===== config.mk =====
export PLATFORM = sky130hd
export DESIGN_NAME = program_sequencer_flat
export DESIGN_NICKNAME = d
export VERILOG_FILES = /design/src/rtl/program_sequencer_if.sv /design/src/rtl/program_sequencer.sv /design/src/flat_wrapper.sv
export SDC_FILE = /design/constraint.sdc
export NUM_CORES = 1
export LEC_CHECK = 0
export ABC_AREA = 1
export ABC_CLOCK_PERIOD_IN_PS = 1710
export BUFFER_PORTS_ARGS = -buffer_cell sky130_fd_sc_hd__buf_4
export CORE_MARGIN = 2
export CORE_UTILIZATION = 46
export DETAILED_ROUTE_END_ITERATION = 16
export PLACE_DENSITY = 0.78
export SLEW_MARGIN = 15
export SYNTH_ARGS = -nofsm -noshare
export SYNTH_HDL_FRONTEND = slang
export SYNTH_SLANG_ARGS = --single-unit

===== constraint.sdc =====
create_clock -name clk -period 1.71 [get_ports clk]
set_clock_uncertainty 0.05 [all_clocks]
set_input_delay 0.342 -clock clk [delete_from_list [all_inputs] [get_ports clk]]
set_output_delay 0.342 -clock clk [all_outputs]
set_load 0.03 [all_outputs]

===== src/rtl/program_sequencer_if.sv =====
// Instruction memory bus between the program sequencer (master) and a
// synchronous instruction memory (slave).
//
// Handshake: the master asserts instr_rd_en for one cycle with instr_addr
// stable; the slave returns instr_rdata on the following cycle. There is no
// back-pressure, so the memory must always accept a read.
interface program_sequencer_if #(
  parameter int ADDR_WIDTH = 5,
  parameter int DATA_WIDTH = 11
);
  logic                  instr_rd_en;
  logic [ADDR_WIDTH-1:0] instr_addr;
  logic [DATA_WIDTH-1:0] instr_rdata;

  modport master (
    output instr_rd_en,
    output instr_addr,
    input  instr_rdata
  );

  modport slave (
    input  instr_rd_en,
    input  instr_addr,
    output instr_rdata
  );
endinterface


===== src/rtl/program_sequencer.sv =====
// Fetch/execute controller for the MAC CPU datapath.
// Walks a program counter through a synchronous instruction memory, latches
// each word into the instruction register, presents opcode/operand to the
// decoder and issues a one-cycle exec_en strobe per executed instruction.
// WAIT instructions (flagged by the decoder through f_wait) park the machine
// until a fresh rising edge on go.
module program_sequencer #(
  parameter int OPCODE_WIDTH  = 3,
  parameter int OPERAND_WIDTH = 8,
  parameter int ADDR_WIDTH    = 5,
  parameter int PROG_LEN      = 32,
  parameter int LOOP          = 1
) (
  input  logic                     clk,
  input  logic                     rst,
  input  logic                     start,
  input  logic                     stop,
  input  logic                     go,
  program_sequencer_if.master      imem,
  output logic [OPCODE_WIDTH-1:0]  opcode,
  output logic [OPERAND_WIDTH-1:0] operand,
  input  logic                     f_wait,
  output logic                     exec_en,
  output logic                     busy,
  output logic                     waiting,
  output logic                     done,
  output logic [2:0]               dbg_state
);

  localparam int IR_WIDTH = OPCODE_WIDTH + OPERAND_WIDTH;
  localparam logic [ADDR_WIDTH-1:0] LAST_PC = ADDR_WIDTH'(PROG_LEN - 1);

  typedef enum logic [2:0] {
    S_IDLE    = 3'd0,
    S_FETCH   = 3'd1,
    S_LATCH   = 3'd2,
    S_EXEC    = 3'd3,
    S_WAIT_GO = 3'd4
  } state_t;

  state_t                r_state;
  state_t                w_state_nx;
  logic [ADDR_WIDTH-1:0] r_pc;
  logic [ADDR_WIDTH-1:0] w_pc_nx;
  logic [IR_WIDTH-1:0]   r_ir;
  logic                  r_go_q;
  logic                  r_done;
  logic                  w_done_nx;
  logic                  w_advance;
  logic                  w_last;
  logic                  w_go_rise;

  // The last address decides whether advancing wraps, stops or increments.
  assign w_last    = (r_pc == LAST_PC);
  // Only a 0->1 transition of go counts; a level already high is ignored.
  assign w_go_rise = go & ~r_go_q;

  // State, program counter and completion pulse registers.
  always_ff @(posedge clk or posedge rst) begin
    if (rst) begin
      r_state <= S_IDLE;
      r_pc    <= '0;
      r_done  <= 1'b0;
    end else begin
      r_state <= w_state_nx;
      r_pc    <= w_pc_nx;
      r_done  <= w_done_nx;
    end
  end

  // go history for edge detection; updates every cycle so edges seen outside
  // WAIT_GO are consumed rather than queued.
  always_ff @(posedge clk or posedge rst) begin
    if (rst) begin
      r_go_q <= 1'b0;
    end else begin
      r_go_q <= go;
    end
  end

  // Instruction register loads in LATCH; an abort in that cycle leaves the
  // previous instruction in place.
  always_ff @(posedge clk or posedge rst) begin
    if (rst) begin
      r_ir <= '0;
    end else if ((r_state == S_LATCH) && !stop) begin
      r_ir <= imem.instr_rdata;
    end
  end

  // Next-state logic: sequencing, WAIT stall, advance rule, stop override.
  always_comb begin
    w_state_nx = r_state;
    w_pc_nx    = r_pc;
    w_done_nx  = 1'b0;
    w_advance  = 1'b0;

    case (r_state)
      S_IDLE: begin
        if (start) begin
          w_state_nx = S_FETCH;
          w_pc_nx    = '0;
        end
      end
      S_FETCH: begin
        w_state_nx = S_LATCH;
      end
      S_LATCH: begin
        w_state_nx = S_EXEC;
      end
      S_EXEC: begin
        if (f_wait) begin
          w_state_nx = S_WAIT_GO;
        end else begin
          w_advance = 1'b1;
        end
      end
      S_WAIT_GO: begin
        if (w_go_rise) begin
          w_advance = 1'b1;
        end
      end
      default: begin
        w_state_nx = S_IDLE;
        w_pc_nx    = '0;
      end
    endcase

    // Shared by EXEC and WAIT_GO, so a trailing WAIT ends like any other
    // last instruction.
    if (w_advance) begin
      if (!w_last) begin
        w_pc_nx    = r_pc + ADDR_WIDTH'(1);
        w_state_nx = S_FETCH;
      end else if (LOOP != 0) begin
        w_pc_nx    = '0;
        w_state_nx = S_FETCH;
      end else begin
        w_pc_nx    = '0;
        w_state_nx = S_IDLE;
        w_done_nx  = 1'b1;
      end
    end

    // Abort wins over everything, including start in IDLE; no done pulse.
    if (stop) begin
      w_state_nx = S_IDLE;
      w_pc_nx    = '0;
      w_done_nx  = 1'b0;
    end
  end

  // Memory bus: address follows pc, read strobe only in FETCH.
  assign imem.instr_rd_en = (r_state == S_FETCH);
  assign imem.instr_addr  = r_pc;

  // Decoder-facing fields come straight from the instruction register.
  assign opcode  = r_ir[IR_WIDTH-1 -: OPCODE_WIDTH];
  assign operand = r_ir[OPERAND_WIDTH-1:0];

  // exec_en is gated by f_wait and stop combinationally so a WAIT or an
  // aborted instruction never produces a datapath write.
  assign exec_en   = (r_state == S_EXEC) & ~f_wait & ~stop;
  assign busy      = (r_state != S_IDLE);
  assign waiting   = (r_state == S_WAIT_GO);
  assign done      = r_done;
  assign dbg_state = r_state;

endmodule


===== src/flat_wrapper.sv =====
// flat-port wrapper written by rule: the top's interface ports become plain ports
module program_sequencer_flat 
#(
  parameter int OPCODE_WIDTH  = 3,
  parameter int OPERAND_WIDTH = 8,
  parameter int ADDR_WIDTH    = 5,
  parameter int PROG_LEN      = 32,
  parameter int LOOP          = 1
)
  (clk, rst, start, stop, go, opcode, operand, f_wait, exec_en, busy, waiting, done, dbg_state, imem_instr_rd_en, imem_instr_addr, imem_instr_rdata);
  program_sequencer_if #(.ADDR_WIDTH(ADDR_WIDTH), .DATA_WIDTH(((3) + (8)))) imem_i ();
  input  logic clk;
  input  logic rst;
  input  logic start;
  input  logic stop;
  input  logic go;
  output logic [OPCODE_WIDTH-1:0] opcode;
  output logic [OPERAND_WIDTH-1:0] operand;
  input  logic f_wait;
  output logic exec_en;
  output logic busy;
  output logic waiting;
  output logic done;
  output logic [2:0] dbg_state;
  output wire logic [$bits(imem_i.instr_rd_en)-1:0] imem_instr_rd_en;
  output wire logic [$bits(imem_i.instr_addr)-1:0] imem_instr_addr;
  input wire logic [$bits(imem_i.instr_rdata)-1:0] imem_instr_rdata;
  assign imem_instr_rd_en = imem_i.instr_rd_en;
  assign imem_instr_addr = imem_i.instr_addr;
  assign imem_i.instr_rdata = imem_instr_rdata;
  program_sequencer #(.OPCODE_WIDTH(OPCODE_WIDTH), .OPERAND_WIDTH(OPERAND_WIDTH), .ADDR_WIDTH(ADDR_WIDTH), .PROG_LEN(PROG_LEN), .LOOP(LOOP)) u_core (.clk(clk), .rst(rst), .start(start), .stop(stop), .go(go), .imem(imem_i), .opcode(opcode), .operand(operand), .f_wait(f_wait), .exec_en(exec_en), .busy(busy), .waiting(waiting), .done(done), .dbg_state(dbg_state));
endmodule

# After elaboration in Yosys (flattened, before gate mapping)
# Cells that the tools add are included.
[totals]
input_bits = 17
word_cells = 40
register_bits = 20
output_inout_bits = 24
[op_classes]
n_mux = 13
addsub = 1
eq_ne = 9
n_reduce_logical = 7
bitwise = 6
[ops]
columns = ["operator", "count"]
rows = [
  ["$mux W5", 4],
  ["$pmux W3 S5", 1],
  ["$mux W3", 4],
  ["$pmux W5 S2", 1],
  ["$ne A4 B3 Y1 const B", 2],
  ["$eq A3 B2 Y1 const B", 2],
  ["$add A5 B1 Y5 const B", 1],
  ["$eq A5 B5 Y1 const B", 1],
  ["$reduce_or A4 Y1", 1],
  ["$and A1 B1 Y1", 3],
  ["$eq A3 B1 Y1 const B", 1],
  ["$eq A3 B3 Y1 const B", 1],
  ["$logic_not A3 Y1", 1],
  ["$ne A3 B1 Y1 const B", 1],
  ["$ne A3 B2 Y1 const B", 1],
  ["$not A1 Y1", 3],
  ["$reduce_and A3 Y1", 1],
  ["$reduce_bool A3 Y1", 1],
  ["$mux W1", 2],
  ["$pmux W1 S2", 1],
  ["$reduce_and A2 Y1", 1],
  ["$logic_and A1 B1 Y1", 1],
  ["$logic_not A1 Y1", 1],
]

# Longest topological paths before layout
[depth]
word_depth = 6
mapped_depth = 7
mapped_depth_nobuf = 7

# Least setup slack after synthesis
# OpenSTA, ideal clock, no wires.
[synth_timing]
path_type = "register to output"
startpoint = "register u_core.r_state[1] (netlist: u_core.dbg_state[1])"
endpoint = "output exec_en"
path_stages_with_launch = 5
t_required_ns = 1.318
arrival_time_ns = 1.320
slack_ns = -0.002
cell_sequence = "dfrtp_1 -> nand2_1 -> nor2_2 -> nand2_2 -> nor2_1"
[synth_between]
elab_chain_cells = 3
[synth_rtl]
columns = ["item", "line_no", "source"]
rows = [
  ["start: declaration", "program_sequencer.sv:41", "state_t r_state;"],
  ["start signal: assignment", "program_sequencer.sv:65", "r_state <= w_state_nx;"],
  ["$eq A3 B2 Y1", "program_sequencer.sv:163", "assign exec_en = (r_state == S_EXEC) & ~f_wait & ~stop;"],
  ["$and A1 B1 Y1 (2 in series)", "program_sequencer.sv:163", ""],
  ["end: declaration", "flat_wrapper.sv:20", "output logic exec_en;"],
]
# No other way between the ends.

# Final worst setup path
# Same ends and word-level chain as after synthesis.

==> metrics <==
Buffers on Ports 39; M1 WL 963 um; Seq/Total Area, Yosys 52.4%; WL met2 1030 um; Non-Filler Instances 189; crit path max fanout 4; critical path type register to primary output; Hold WS 0.00896 ns; total track usage 18.2%; H-tree Lvls 1; RD Place Congestion 0.836; dpl ws 0.251 ns; total CTS buffers 3; Core Footprint 1960 um2; global route total overflow 0; largest family of logic cells by synthesized area simple AND/OR/NAND/NOR gates; Leak 0.813 nW; Final Util a little over two thirds; DR WL met3 136 um; syn_area_per_cell 8.23 um2; CTS Buffer Depth 2; startpoint types register; number of core rows 16; CP required 1.32 ns; initial antenna violation count 0; Sum Neg Setup Slack 0 ns; first-pass GRT wire length 3470 um; clock root cell clkbuf_4; Initial DRC Count 14; die width between 40 and 50 um; area grow syn2layout 43.0%; Mapped Nets 135; Synth cell types 20; MaxCap Viol Count 0; # diodes 0; Max VDD drop 0.000884 V; worst reg-to-reg setup slack about 0.20 ns; DR pass1 iterations 4; mux contribution to synthesized area 0%; drt wl/cell 11.3 um; dpl cells 181; xor/xnor cell area share of the yosys netlist 1.83%; final wirelength between 2000 and 2500 um; adder-cell share of the synthesized area under 10%; type of the worst min-delay path input port to asynchronous set/reset pin; Synth Register Bits 20; HPWL Detailed 1550 um; layout cells sized above 1 35.2%; Final min period 1.66 ns; DRT antenna net count 0; area of the die between 2000 and 2500 um2; DR vias/cell 4.95; final setup vio count 0; fillers 166; Gate Count Post-Synth 116; Clock Latency Late Sink 0.29 ns; CTS Sinks 20; Starting Density 48.7%; Mapped Area 955 um2; P per Cell Area 1250 nW/um2; DR top layer met3; final instance area 1370 um2; pin count of the biggest net entering global routing 23; Compound-Gate Fraction of Synth Area 6.29%; IO Count 41; total power 1.71 mW; most frequent cells in the layout buf_4, nand2_1, dfrtp_1; Critical Path AT 1.27 ns; DR DRC count 0; CTS tree built; Final period util between 90 and 100%; Post-CTS Hold Fix Bufs 0; dpl cell area 1280 um2; commonest non-fill, non-tap cell in the layout buf_4; Die H between 40 and 50 um; Slew Limit Fails 0; Final nets 182; RSZ-0062 raised after global routing true; maximum clock rate 601 MHz; YS warnings 0; Reg clk slew, reported paths 0.11 ns; Simple-Gate Fraction of Synth Area 27.5%; final hold violations 0; outcome finished, final reports clean; Via Count roughly 940; CP endpoint kind primary output; vias in the first global route 840; final worst slack 0.0464 ns
-- logic make-up after synthesis --
kind of cell / count (synthesis)
compound gates: 12
xor+xnor: 2
fa+ha+maj: 2
buf+inv: 21
flops: 20
other cells: 1
simple gates: 58
-- layout make-up --
class | count | area, um2 | share of cell area (%)
clock buffer | 4 | 36.3 | 2.66
sequential | 20 | 502 | 36.8
timing repair buffer | 45 | 342 | 25.0
inverter | 18 | 67.6 | 4.95
multi-input combinational | 75 | 384 | 28.1
tap | 27 | 33.8 | 2.47
-- state kept, by name (all words and copies together), names as in the netlist --
signal and flops:
u_core.r_go_q 1, u_core.dbg_state 3, u_core.r_ir 11, u_core.imem.instr_addr 5
-- routing by layer --
layer  GRT usage, %  vias up
met5              0        -
met1           23.3      443
li1               -      458
met3           4.85        0
met2           30.4       34
met4           4.63        0
-- cells in the mapped netlist --
library cell | instances | area share [%]
inv_1 | 17 | 6.7
nand2_1 | 27 | 11
ha_1 | 2 | 2.6
nor2_1 | 10 | 3.9
nor2_2 | 3 | 2.0
o21ai_0 | 12 | 6.3
inv_2 | 1 | 0.39
and3_1 | 1 | 0.66
xor2_1 | 2 | 1.8
buf_2 | 1 | 0.52
nand4_1 | 6 | 3.9
nand3_1 | 7 | 3.7
nor3b_1 | 1 | 0.79
conb_1 | 1 | 0.39
clkbuf_2 | 1 | 0.52
dfrtp_1 | 20 | 52
nor3_1 | 1 | 0.52
nand3b_1 | 1 | 0.79
buf_4 | 1 | 0.79
nand2_2 | 1 | 0.66
-- power by group --
group	leakage, nW	internal, mW	switching, mW	total (mW)
logic	0.535	0.288	0.474	0.762
registers	0.257	0.602	0.0803	0.682
clock network	0.0210	0.130	0.136	0.265
total	0.813	1.02	0.690	1.71
-- worst paths after layout --
check / startpoint / end / cells past startpoint
setup / recovery: u_core.dbg_state[1] / exec_en / 5
hold / removal: rst / u_core.imem.instr_addr[1] / 3
setup reg to reg: u_core.imem.instr_addr[0] / u_core.imem.instr_addr[2] / 6
hold reg to reg: u_core.r_ir[1] / u_core.r_ir[1] / 2
max in group asynchronous: rst / u_core.dbg_state[2] / 3
min in group clk: go / u_core.r_go_q / 1
-- worst max-delay path: stages (launching register included) --
cell and delay (ns):
dfrtp_1 0.44, nand2_2 0.11, nor2_4 0.13, nand2_4 0.07
nor2_2 0.10, buf_6 0.14
-- timing repair --
item                       in CTS  in global routing
pin swaps                       0                  1
buffers inserted                3                  1
setup endpoints to repair       1                  1
resized for setup               0                  5
Power figures use the tool's default switching activity.
